**src/rtl/rom_loader.sv**
```systemverilog
// ioctl download router for the pacman core: ROM bytes to dn_* port, variant and DIP latches,
// core reset sequencing with completeness/overrun/checksum reporting.
module rom_loader #(
    parameter int unsigned ROM_SIZE    = 65536,
    parameter int unsigned HOLD_CYCLES = 1024,
    parameter bit          PRELOADED   = 1'b0
) (
    input  logic        clk_sys,
    input  logic        reset_n,
    input  logic        ioctl_download,
    input  logic        ioctl_wr,
    input  logic [7:0]  ioctl_index,
    input  logic [24:0] ioctl_addr,
    input  logic [7:0]  ioctl_dout,
    input  logic        user_reset,
    output logic [15:0] dn_addr,
    output logic [7:0]  dn_data,
    output logic        dn_wr,
    output logic [7:0]  mod,
    output logic [63:0] dip_sw,
    output logic        core_reset,
    output logic        rom_valid,
    output logic        overrun,
    output logic [7:0]  rom_sum
);

    typedef enum logic [2:0] {S_IDLE, S_LOAD, S_HOLD, S_RUN, S_FAIL} state_t;

    localparam int unsigned    HW          = (HOLD_CYCLES > 1) ? $clog2(HOLD_CYCLES) : 1;
    localparam logic [HW-1:0]  HOLD_RELOAD = HW'(HOLD_CYCLES - 1);
    localparam logic [16:0]    CNT_FULL    = 17'(ROM_SIZE);
    localparam logic [24:0]    ADDR_LIMIT  = 25'(ROM_SIZE);

    state_t         r_state;
    logic [HW-1:0]  r_hold_cnt;
    logic [16:0]    r_count;
    logic           r_dl_q;
    logic [15:0]    r_dn_addr;
    logic [7:0]     r_dn_data;
    logic           r_dn_wr;
    logic [7:0]     r_mod;
    logic [63:0]    r_dip_sw;
    logic           r_core_reset;
    logic           r_rom_valid;
    logic           r_overrun;
    logic [7:0]     r_rom_sum;

    logic           w_dl_rise;
    logic           w_dl_fall;
    logic           w_rom_wr;
    logic           w_in_range;
    logic           w_accept;
    logic [16:0]    w_count_next;
    logic           w_overrun_next;

    assign w_dl_rise      = ioctl_download && !r_dl_q && (ioctl_index == 8'd0);
    assign w_dl_fall      = !ioctl_download && r_dl_q;
    assign w_rom_wr       = (r_state == S_LOAD) && ioctl_wr && (ioctl_index == 8'd0);
    assign w_in_range     = ioctl_addr < ADDR_LIMIT;
    assign w_accept       = w_rom_wr && w_in_range;
    // Next-cycle count/overrun let a strobe coincident with the falling edge count toward rom_valid.
    assign w_count_next   = (w_accept && (r_count != CNT_FULL)) ? r_count + 17'd1 : r_count;
    assign w_overrun_next = r_overrun || (w_rom_wr && !w_in_range);

    always_ff @(posedge clk_sys or negedge reset_n) begin
        if (!reset_n) begin
            r_state      <= PRELOADED ? S_HOLD : S_IDLE;
            r_hold_cnt   <= HOLD_RELOAD;
            r_count      <= '0;
            r_dl_q       <= 1'b0;
            r_dn_addr    <= '0;
            r_dn_data    <= '0;
            r_dn_wr      <= 1'b0;
            r_mod        <= '0;
            r_dip_sw     <= '1;
            r_core_reset <= 1'b1;
            r_rom_valid  <= PRELOADED;
            r_overrun    <= 1'b0;
            r_rom_sum    <= '0;
        end else begin
            r_dl_q  <= ioctl_download;
            r_dn_wr <= 1'b0;

            if (ioctl_wr && ioctl_download && (ioctl_index == 8'd1) && (ioctl_addr == 25'd0))
                r_mod <= ioctl_dout;
            if (ioctl_wr && (ioctl_index == 8'd254) && (ioctl_addr[24:3] == 22'd0))
                r_dip_sw[{ioctl_addr[2:0], 3'b000} +: 8] <= ioctl_dout;

            if (w_dl_rise) begin
                r_state      <= S_LOAD;
                r_core_reset <= 1'b1;
                r_rom_valid  <= 1'b0;
                r_overrun    <= 1'b0;
                r_rom_sum    <= '0;
                r_count      <= '0;
            end else begin
                case (r_state)
                    S_LOAD: begin
                        if (w_accept) begin
                            r_dn_wr   <= 1'b1;
                            r_dn_addr <= ioctl_addr[15:0];
                            r_dn_data <= ioctl_dout;
                            r_rom_sum <= r_rom_sum + ioctl_dout;
                        end
                        r_count   <= w_count_next;
                        r_overrun <= w_overrun_next;
                        if (w_dl_fall) begin
                            r_state     <= S_HOLD;
                            r_hold_cnt  <= HOLD_RELOAD;
                            r_rom_valid <= (w_count_next == CNT_FULL) && !w_overrun_next;
                        end
                    end
                    S_HOLD: begin
                        if (user_reset) begin
                            r_hold_cnt <= HOLD_RELOAD;
                        end else if (r_hold_cnt == '0) begin
                            r_state      <= r_rom_valid ? S_RUN : S_FAIL;
                            r_core_reset <= !r_rom_valid;
                        end else begin
                            r_hold_cnt <= r_hold_cnt - HW'(1);
                        end
                    end
                    S_RUN: begin
                        if (user_reset) begin
                            r_state      <= S_HOLD;
                            r_hold_cnt   <= HOLD_RELOAD;
                            r_core_reset <= 1'b1;
                        end
                    end
                    default: ;
                endcase
            end
        end
    end

    assign dn_addr    = r_dn_addr;
    assign dn_data    = r_dn_data;
    assign dn_wr      = r_dn_wr;
    assign mod        = r_mod;
    assign dip_sw     = r_dip_sw;
    assign core_reset = r_core_reset;
    assign rom_valid  = r_rom_valid;
    assign overrun    = r_overrun;
    assign rom_sum    = r_rom_sum;

endmodule

```
**config.mk**
```make
export PLATFORM = sky130hd
export DESIGN_NAME = rom_loader
export DESIGN_NICKNAME = d
export VERILOG_FILES = /design/src/rtl/rom_loader.sv
export SDC_FILE = /design/constraint.sdc
export NUM_CORES = 1
export LEC_CHECK = 0
export ABC_CLOCK_PERIOD_IN_PS = 6450
export CAP_MARGIN = 25
export CORE_MARGIN = 2
export CORE_UTILIZATION = 45
export DETAILED_ROUTE_END_ITERATION = 8
export DONT_BUFFER_PORTS = 1
export GPL_TIMING_DRIVEN = 0
export PLACE_DENSITY = 0.71
export SLEW_MARGIN = 5
export SYNTH_ARGS = -nofsm -noshare
export SYNTH_HDL_FRONTEND = slang
export SYNTH_SLANG_ARGS = --single-unit
```
**constraint.sdc**
```tcl
create_clock -name clk_sys -period 6.45 [get_ports clk_sys]
set_input_delay 1.29 -clock clk_sys [delete_from_list [all_inputs] [get_ports clk_sys]]
set_output_delay 1.29 -clock clk_sys [all_outputs]
set_load 0.02 [all_outputs]
```
==> impl_results.md <==
* Starting DRT DRC Count at 195
* Initial Utilization at 46.0%
* Worst Clk Skew at 0.00755 ns
* Worst Hold Class: reg -> reg
* CTS Buf Count at 17
* Clk buf depth at 2
* Peak Freq at 276 MHz
* Commonest non-fill, non-tap cell in the layout: dfstp_2
* Crit path max-delay family: simple AND/OR/NAND/NOR gates
* CP Cell Sequence: nor4_4 -> and4b_1 -> nand2_1 -> clkbuf_1 -> nor2_1 -> clkbuf_1 -> mux2_2
* Synth Instances at 547
* Status: finished, final reports clean
* Most used cell, CP: clkbuf_1
* Initial antenna violation count at 0
* Yosys cell types at 69
* Top cells by area, synth: dfstp_2 29%, dfrtp_1 24%, mux2_2 10%
* Worst path required time at 6.74 ns
* Main combinational cell family by area after synthesis: multiplexers
* Top FF cell, synth: dfstp_2
* Hold buffers post-CTS at 0
* Lkg Pwr at 3.31 nW
* WL/cell at 20.1 um
* Setup crit end kind: register
* Yosys top cell by area: dfstp_2
* Placed cells at 731
* Crit path DAT at 3.91 ns
* Number of H-tree levels at 4
* Root Driver: clkbuf_16
* Synth warnings at 0
* # rows at 44
* Die H at 126 um
* Core area at 0.0145 sq mm
* Clock Latency Late Sink at 0.42 ns
* Buffers added on ports at 0
* Area grow syn2layout at 13.1%
* DRT Pass-1 Iters at 4
* Syn nets at 606
* Maximum VDD drop at 0.178 mV
* Share of flip-flops with an asynchronous set or reset at 100%
* Worst path buffer plus inverter count at 2
* CP peak stage delay at 0.55 ns
* Clock tree sinks at 139
* Synthesized flop and latch total at 139
* Power Dens Cells at 277 mW/mm^2
* Final Wtd Congestion at 0.897
* Largest net degree at the start of global routing at 140
* Post-CTS setup buffer count at 0
* Crit-path slowest cell: clkbuf_1
* RSZ-0062 raised after global routing: false
* Synthesized cell area at 0.00669 sq mm
* Post-route DRC at 0
* Detailed-route via count at 4366
* Fraction of synthesized area in multiplexers at 16.8%
* Share of layout cells above drive strength 1 at 35.0%
* Hold Violations, Final at 0
* Die area at 0.0158 sq mm
* Final period util at 56.1%
* CTS tree: built
* # nets final at 626
* Die X-Extent at 126 um
* Worst slew margin at 55.6%
* Number of global-route vias before repair at 4593
* Worst slew pin tran at 0.667 ns
* Post-detail-place hpwl at 11.0 mm
* Gr ovfl total at 0
* Diodes inserted at 0
* Setup TNS at 0 ns
* Critical path class: in -> reg
* Total GRT Usage at 19.9%
* Post-synthesis adder-cell area fraction at 2.54%
* Post-Syn Area per Cell at 12.2 sq um
* DR vias/cell at 5.71
* Min Tclk post-route at 3.62 ns
* Resize count post-CTS at 0
* First-pass GRT wire length at 24.7 mm
* Reg clk slew, reported paths at 0.06 ns
* Most frequent cells in the layout: 75 x dfstp_2, 64 x dfrtp_1, 61 x mux2_2, 37 x nor2_1, 36 x nand2_1
* Synth top area share at 29.5%
* Number of synthesized flops with an enable pin at 0
* Crit Path Max Fanout at 10
* Non-Filler Instances at 764
* Compound-gate portion of the synthesized area at 5.33%
* Final WL at 15.3 mm
* Max cap viols at 0
* I/O pin total at 154
* Synth Area in Simple Gates at 15.9%
* Post-synthesis xor/xnor area fraction at 3.27%
* Post-synthesis sequential area ratio at 53.4%
* Post-detailed-route count of antenna-violating nets at 0
* Setup-failing EPs final at 0
* Number of max-slew violations in the final report at 0
* CP startpoint kind: input pin
==> Yosys cell counts (all sizes together) (12+ instances only) <==
cell / count
mux2: 96
dfstp: 75
dfrtp: 64
nor2: 38
nand2: 36
xnor2: 21
inv: 17
nand3: 17
nor3: 17
a21oi: 16
nor4: 13
buf: 12
clkbuf: 12
ha: 12
o21ai: 12
==> worst min-delay path, stage by stage (launching register included) <==
cell      delay, ns
dfstp_2        0.38
nand2_1        0.05
o211ai_1       0.09
==> final timing paths <==
kind / endpoint / startpoint / slack, ns / cells past startpoint
setup / recovery: dn_addr[2] / ioctl_index[4] / 2.83 / 7
hold / removal: r_hold_cnt[1] / r_hold_cnt[1] / 0.53 / 2
setup reg to reg: dn_addr[2] / r_state[2] / 3.34 / 7
hold reg to reg: r_hold_cnt[1] / r_hold_cnt[1] / 0.53 / 2
max in group asynchronous: dip_sw[39] / reset_n / 5.64 / 0
min in group asynchronous: r_state[0] / reset_n / 0.58 / 0
==> registers in the layout, indices dropped and copies added, names as in the netlist <==
name / cells
r_state: 3
dn_wr: 1
dn_addr: 16
r_hold_cnt: 10
dn_data: 8
core_reset: 1
mod: 8
r_count: 17
r_dl_q: 1
dip_sw: 64
rom_sum: 8
rom_valid: 1
overrun: 1
==> per-layer routing <==
| layer | global-route usage (%) | routed length [um] | up-vias |
|---|---|---|---|
| li1 | - | - | 1993 |
| met1 | 24.3 | 6210 | 2182 |
| met2 | 31.9 | 7450 | 165 |
| met3 | 6.97 | 1280 | 26 |
| met4 | 8.79 | 389 | 0 |
| met5 | 0 | 0 | - |
==> cell families (layout without fill, tap and decap cells) <==
kind of cell | count (synthesis) | after routing
AND/OR/NAND/NOR | 179 | 179
flip-flops | 139 | 139
multiplexers | 100 | 100
AO/OA/AOI/OAI | 50 | 50
buffers and inverters | 41 | 74
XOR/XNOR | 25 | 25
adder cells (fa/ha/maj) | 13 | 13
==> power by group <==
part | total [mW] | leakage [nW] | internal [mW] | switching [mW]
combinational | 0.0902 | 1.34 | 0.0410 | 0.0492
sequential | 0.964 | 1.65 | 0.929 | 0.0355
clock | 1.04 | 0.317 | 0.677 | 0.362
total | 2.09 | 3.31 | 1.65 | 0.447
==> through the flow <==
step	area [sq um]	total power, mW	utilization (%)	hold WS, ns	setup WS [ns]
floorplan	6690	1.04	-	0.494	2.83
global placement	6920	1.06	47.6	0.508	2.43
detailed placement	6920	1.07	47.6	0.525	2.39
CTS	7550	2.11	52.0	0.534	2.80
global route	7560	2.17	52.0	0.552	2.61
finish	7560	2.09	52.0	0.534	2.83
==> cell type report <==
cell class,count,area (sq um)
well taps,184,230
clock buffers,21,470
plain buffers,24,120
flip-flops and latches,139,3570
multi-input cells,367,2930
inverters,17,63.8
fillers,1253,6970
repair buffers,1,7.51
clock inverters,11,166
No activity file was read; power rests on OpenSTA's default activity.
